`config.mk`:
```
export PLATFORM = sky130hd
export DESIGN_NAME = demux1n2_buf
export DESIGN_NICKNAME = d
export VERILOG_FILES = /design/src/rtl/cpu_pkg.sv /design/src/rtl/demux1n2_buf_fifo2.sv /design/src/rtl/demux1n2_buf.sv
export SDC_FILE = /design/constraint.sdc
export NUM_CORES = 1
export LEC_CHECK = 0
export ABC_CLOCK_PERIOD_IN_PS = 4900
export BUFFER_PORTS_ARGS = -buffer_cell sky130_fd_sc_hd__clkbuf_2
export CORE_ASPECT_RATIO = 1.5
export CORE_MARGIN = 2
export CORE_UTILIZATION = 60
export CTS_CLUSTER_DIAMETER = 120
export DETAILED_ROUTE_END_ITERATION = 16
export GPL_TIMING_DRIVEN = 0
export PLACE_DENSITY = 0.85
export SYNTH_ARGS = -nofsm -noshare
export SYNTH_HDL_FRONTEND = slang
export SYNTH_SLANG_ARGS = --single-unit
```
`constraint.sdc`:
```
create_clock -name Clock -period 4.9 [get_ports Clock]
set_input_delay 0.98 -clock Clock [delete_from_list [all_inputs] [get_ports Clock]]
set_output_delay 0.98 -clock Clock [all_outputs]
set_load 0.005 [all_outputs]
```
`src/rtl/cpu_pkg.sv`:
```
// Shared constants and helpers for the buffered 1-to-2 demultiplexer.
package cpu_pkg;

    localparam int DATA_WIDTH = 16;
    localparam int FIFO_DEPTH = 2;
    localparam int CNT_W      = $clog2(FIFO_DEPTH + 1);

    typedef enum logic {
        SEL_OUT0 = 1'b0,
        SEL_OUT1 = 1'b1
    } sel_e;

    // A full FIFO can still take a word when its head leaves on the same edge.
    function automatic logic can_accept(input logic full, input logic out_ready);
        return !full || out_ready;
    endfunction

endpackage

```
`src/rtl/demux1n2_buf_fifo2.sv`:
```
// Two-entry FIFO with 1-bit wrapping pointers; pure storage, no routing decisions.
module fifo2
    import cpu_pkg::*;
#(
    parameter int WIDTH = DATA_WIDTH
) (
    input  logic             clk,
    input  logic             rst_n,
    input  logic             push,
    input  logic             pop,
    input  logic [WIDTH-1:0] wdata,
    output logic [WIDTH-1:0] rdata,
    output logic             valid,
    output logic             full
);

    logic [WIDTH-1:0] mem [FIFO_DEPTH];
    logic             wr_ptr;
    logic             rd_ptr;
    logic [CNT_W-1:0] count;
    logic             do_push;
    logic             do_pop;

    assign valid   = (count != '0);
    assign full    = (count == CNT_W'(FIFO_DEPTH));
    assign do_pop  = pop && valid;
    assign do_push = push && (!full || do_pop);

    // The head is read straight from storage, so it never goes X once reset.
    assign rdata = mem[rd_ptr];

    always_ff @(posedge clk or negedge rst_n) begin
        if (!rst_n) begin
            // NOTE: storage is reset here because the head is visible on the
            // output even while the FIFO is empty and must read as zero.
            for (int i = 0; i < FIFO_DEPTH; i++) begin
                mem[i] <= '0;
            end
            wr_ptr <= 1'b0;
            rd_ptr <= 1'b0;
            count  <= '0;
        end else begin
            // NOTE: non-blocking assignments so every register sees the
            // pre-edge values of the others regardless of statement order.
            if (do_push) begin
                mem[wr_ptr] <= wdata;
                wr_ptr      <= ~wr_ptr;
            end
            if (do_pop) begin
                rd_ptr <= ~rd_ptr;
            end
            case ({do_push, do_pop})
                2'b10:   count <= count + 1'b1;
                2'b01:   count <= count - 1'b1;
                default: count <= count;
            endcase
        end
    end

endmodule

```
`src/rtl/demux1n2_buf.sv`:
```
// Buffered 1-to-2 demultiplexer: each accepted word is queued in the FIFO picked by S.
module demux1n2_buf
    import cpu_pkg::*;
#(
    parameter int WIDTH = DATA_WIDTH
) (
    input  logic             Clock,
    input  logic             ResetN,
    input  logic [WIDTH-1:0] Hyrja,
    input  logic             S,
    input  logic             HyrjaValid,
    output logic             HyrjaReady,
    output logic [WIDTH-1:0] Dalja0,
    output logic [WIDTH-1:0] Dalja1,
    output logic             Dalja0Valid,
    output logic             Dalja1Valid,
    input  logic             Dalja0Ready,
    input  logic             Dalja1Ready
);

    sel_e       sel;
    logic       accept;
    logic [1:0] push;
    logic [1:0] pop;
    logic [1:0] full;
    logic [1:0] valid;
    logic [1:0] out_ready;

    assign sel       = sel_e'(S);
    assign out_ready = {Dalja1Ready, Dalja0Ready};

    // Ready looks only at the selected FIFO: a blocked word stalls the input
    // even when the other side has room, so nothing overtakes it.
    assign HyrjaReady = can_accept(full[sel], out_ready[sel]);
    assign accept     = HyrjaValid && HyrjaReady;
    assign pop        = out_ready & valid;

    always_comb begin
        // NOTE: default first so every path assigns push and no latch appears.
        push = 2'b00;
        case (sel)
            SEL_OUT0: push[0] = accept;
            SEL_OUT1: push[1] = accept;
            default:  push    = 2'b00;
        endcase
    end

    fifo2 #(.WIDTH(WIDTH)) u_fifo0 (
        .clk   (Clock),
        .rst_n (ResetN),
        .push  (push[0]),
        .pop   (pop[0]),
        .wdata (Hyrja),
        .rdata (Dalja0),
        .valid (valid[0]),
        .full  (full[0])
    );

    fifo2 #(.WIDTH(WIDTH)) u_fifo1 (
        .clk   (Clock),
        .rst_n (ResetN),
        .push  (push[1]),
        .pop   (pop[1]),
        .wdata (Hyrja),
        .rdata (Dalja1),
        .valid (valid[1]),
        .full  (full[1])
    );

    assign Dalja0Valid = valid[0];
    assign Dalja1Valid = valid[1];

endmodule

```
==> impl_metrics.tcl <==
set metrics [dict create \
    ys.warnings.count 0 \
    grt_max_degree 64 \
    path_cells "clkbuf_1 > buf_1 > mux2_2 > clkbuf_2" \
    slew_violations 0 \
    cp.required_ns 3.92 \
    synth.area.mux_share 0.3473 \
    hold_start "u_fifo1.count[1]" \
    cts_root_buffer "clkbuf_8" \
    hpwlAfterDp_um 4124 \
    num_vias 1874 \
    place_ws_ns 2.053 \
    cts_resized 0 \
    clk_latency_ns 0.33 \
    cts_hold_buf 0 \
    area_delta_synth_final_pct 17.40 \
    reg2reg_depth 4 \
    drtPass1Iterations 4 \
    synth_top_family_by_area "multiplexers" \
    finalWorstSetupSlack_ns 1.749 \
    clock_skew_ns 0.006193 \
    clock.fmax_ghz 0.3173 \
    rows 32 \
    instances_no_fill 348 \
    yosysUniqueCellTypes 24 \
    relSlewSlack 0.5190 \
    die-width_um 63.82 \
    clk_pin_slew_ns 0.07 \
    timing.rr.start "u_fifo1.count[1]" \
    regToRegEndpoint "u_fifo1.mem[18]" \
    r2r_slack_ns 2.95 \
    syn_nets 231 \
    start_kind "flop" \
    critPathCaptureType "primary output" \
    synthCells 207 \
    slowest_delay_ns 0.58 \
    critPathKind "reg -> out" \
    critPathArrivalTime_ns 2.17 \
    final_common_cell "mux2_2" \
    seq_area_frac_synth 0.5594 \
    drive_gt1_frac 0.6393 \
    tightest_slew_ns 0.7215 \
    numPortBuffers 56 \
    power_density_mw_per_mm2 667.4 \
    cts_made_buffers 9 \
    cp_max_fo 10 \
    hold_depth 1 \
    final_cell_mix "86 x mux2_2, 72 x dfrtp_1, 55 x clkbuf_2" \
    cts.sinks 72 \
    wirelength_um 5743 \
    cts_tree "yes" \
    slowest_stage "buf_1" \
    p_leak_nw 1.723 \
    drc 0 \
    first_iter_violations 61 \
    peakVddDrop_uv 419.5 \
    critPathBufInv 3 \
    io_pins 57 \
    synthSimpleGateAreaFrac 0.03691 \
    nNetsFinal 299 \
    hold_viol 0 \
    clock_path_buffers 2 \
    total_power_w 0.002524 \
    rsz0062_at_grt "false" \
    cts-htree-levels 3 \
    worstHoldEndpoint "u_fifo1.count[1]" \
    ant_nets 0 \
    syn_avg_cell_area_um2 15.56 \
    start_util 0.6235 \
    grt_usage 0.2210 \
    fin_crit_ns 3.151 \
    die_h_um 93.73 \
    post-cts-setup-buffers 0 \
    dpl.cell_count 332 \
    tns_ns 0 \
    post-route-period-util 0.6432 \
    cpLargestDelayFamily "buffers and inverters" \
    synth_adder_area_share 0.007770 \
    drv_cap 0 \
    wl_per_cell_um 16.50 \
    setup_viol 0 \
    status "finished, final reports clean" \
    holdCritPathClass "reg -> reg" \
    grt_antenna_before_repair 0 \
    overflow 0 \
    core_area_mm2 0.005165 \
    synth-compound-area-share 0.001554 \
    grt_pass1_wl_um 9846 \
    netlist_area_mm2 0.003221 \
    ys_seq_elements 72 \
    die_area_mm2 0.005982 \
    place_congestion 0.7063 \
    vias_per_cell 5.385 \
    grt_pass1_vias 2026 \
    synth-xor-area-share 0.02720 \
    n_antenna_cell 0 \
    final_core_util 0.7321 \
]
==> where the power goes <==
| part | internal, W | leakage [nW] | switching [W] | total [W] |
|---|---|---|---|---|
| clock network | 0.000194 | 0.0899 | 0.000203 | 0.000398 |
| registers | 0.000901 | 0.852 | 0.000160 | 0.00106 |
| logic | 0.000661 | 0.782 | 0.000404 | 0.00106 |
| total | 0.00176 | 1.72 | 0.000767 | 0.00252 |
==> layer usage <==
| metal | GRT usage | routed length, µm |
|---|---|---|
| met1 | 0.2768 | 2445 |
| met2 | 0.3681 | 2974 |
| met3 | 0.04676 | 206 |
| met4 | 0.09601 | 117 |
| met5 | 0 | 0 |
==> worst reg2reg max path, stage by stage (launching register included) <==
cell     delay [ns]
dfrtp_1        0.39
nor3b_1        0.19
nor3_2         0.51
buf_2          0.37
mux2_2         0.38
==> synth_stat cells <==
master | n | share of area
a21oi_1 | 1 | 0.0016
and2_1 | 2 | 0.0039
and4b_1 | 1 | 0.0031
buf_1 | 2 | 0.0023
buf_12 | 1 | 0.0062
buf_2 | 2 | 0.0031
buf_4 | 1 | 0.0023
buf_6 | 1 | 0.0035
clkbuf_1 | 2 | 0.0023
dfrtp_1 | 72 | 0.56
ha_1 | 2 | 0.0078
mux2_2 | 86 | 0.30
mux2_4 | 10 | 0.047
nand2_1 | 1 | 0.0012
nand3_2 | 1 | 0.0031
nand3b_1 | 1 | 0.0023
nor2_1 | 4 | 0.0047
nor3_2 | 1 | 0.0031
nor3b_1 | 1 | 0.0023
nor3b_2 | 1 | 0.0039
or2_2 | 3 | 0.0058
or3b_4 | 1 | 0.0035
xnor2_1 | 6 | 0.016
xor2_1 | 4 | 0.011
==> cell families after synthesis <==
logic type | count (synthesis)
muxes | 96
DFF | 72
and+or+nand+nor | 17
xor gates and xnor gates | 10
buffers and inverters | 9
adders and majority gates | 2
AOI/OAI and AO/OA | 1
==> stage by stage <==
stage | instance area (µm²) | hold WS (ns)
after floorplan | 3221 | 0.4478
after global placement | 3586 | 0.4633
after detailed placement | 3616 | 0.4718
after CTS | 3781 | 0.4829
after global routing | 3781 | 0.4902
final | 3781 | 0.4845
==> sequential cells by signal, indices dropped and copies added, names as in the netlist <==
register and flops:
u_fifo1.wr_ptr 1, u_fifo0.wr_ptr 1, u_fifo0.mem 32, u_fifo1.rd_ptr 1
u_fifo1.count 2, u_fifo1.mem 32, u_fifo0.count 2, u_fifo0.rd_ptr 1
==> worst max path at each step <==
stage,start,end,slack (ns),depth (start not counted)
finish,u_fifo1.rd_ptr,Dalja1[1],1.75,4
global route,u_fifo1.rd_ptr,Dalja1[9],1.62,4
CTS,u_fifo1.rd_ptr,Dalja1[5],1.68,4
detailed placement,u_fifo1.rd_ptr,Dalja1[5],2.05,4
global placement,Dalja1Ready,HyrjaReady,2.08,4
floorplan,Dalja1Ready,HyrjaReady,2.41,2
==> area by class of cell <==
class,count,area (µm²)
Buffer,9,63.81
Fill cell,341,1384
Clock buffer,12,145.1
Clock inverter,4,20.02
Timing Repair Buffer,57,310.3
Sequential cell,72,1802
Tap cell,68,85.08
Multi-Input combinational cell,126,1355
Power figures use the tool's default switching activity.
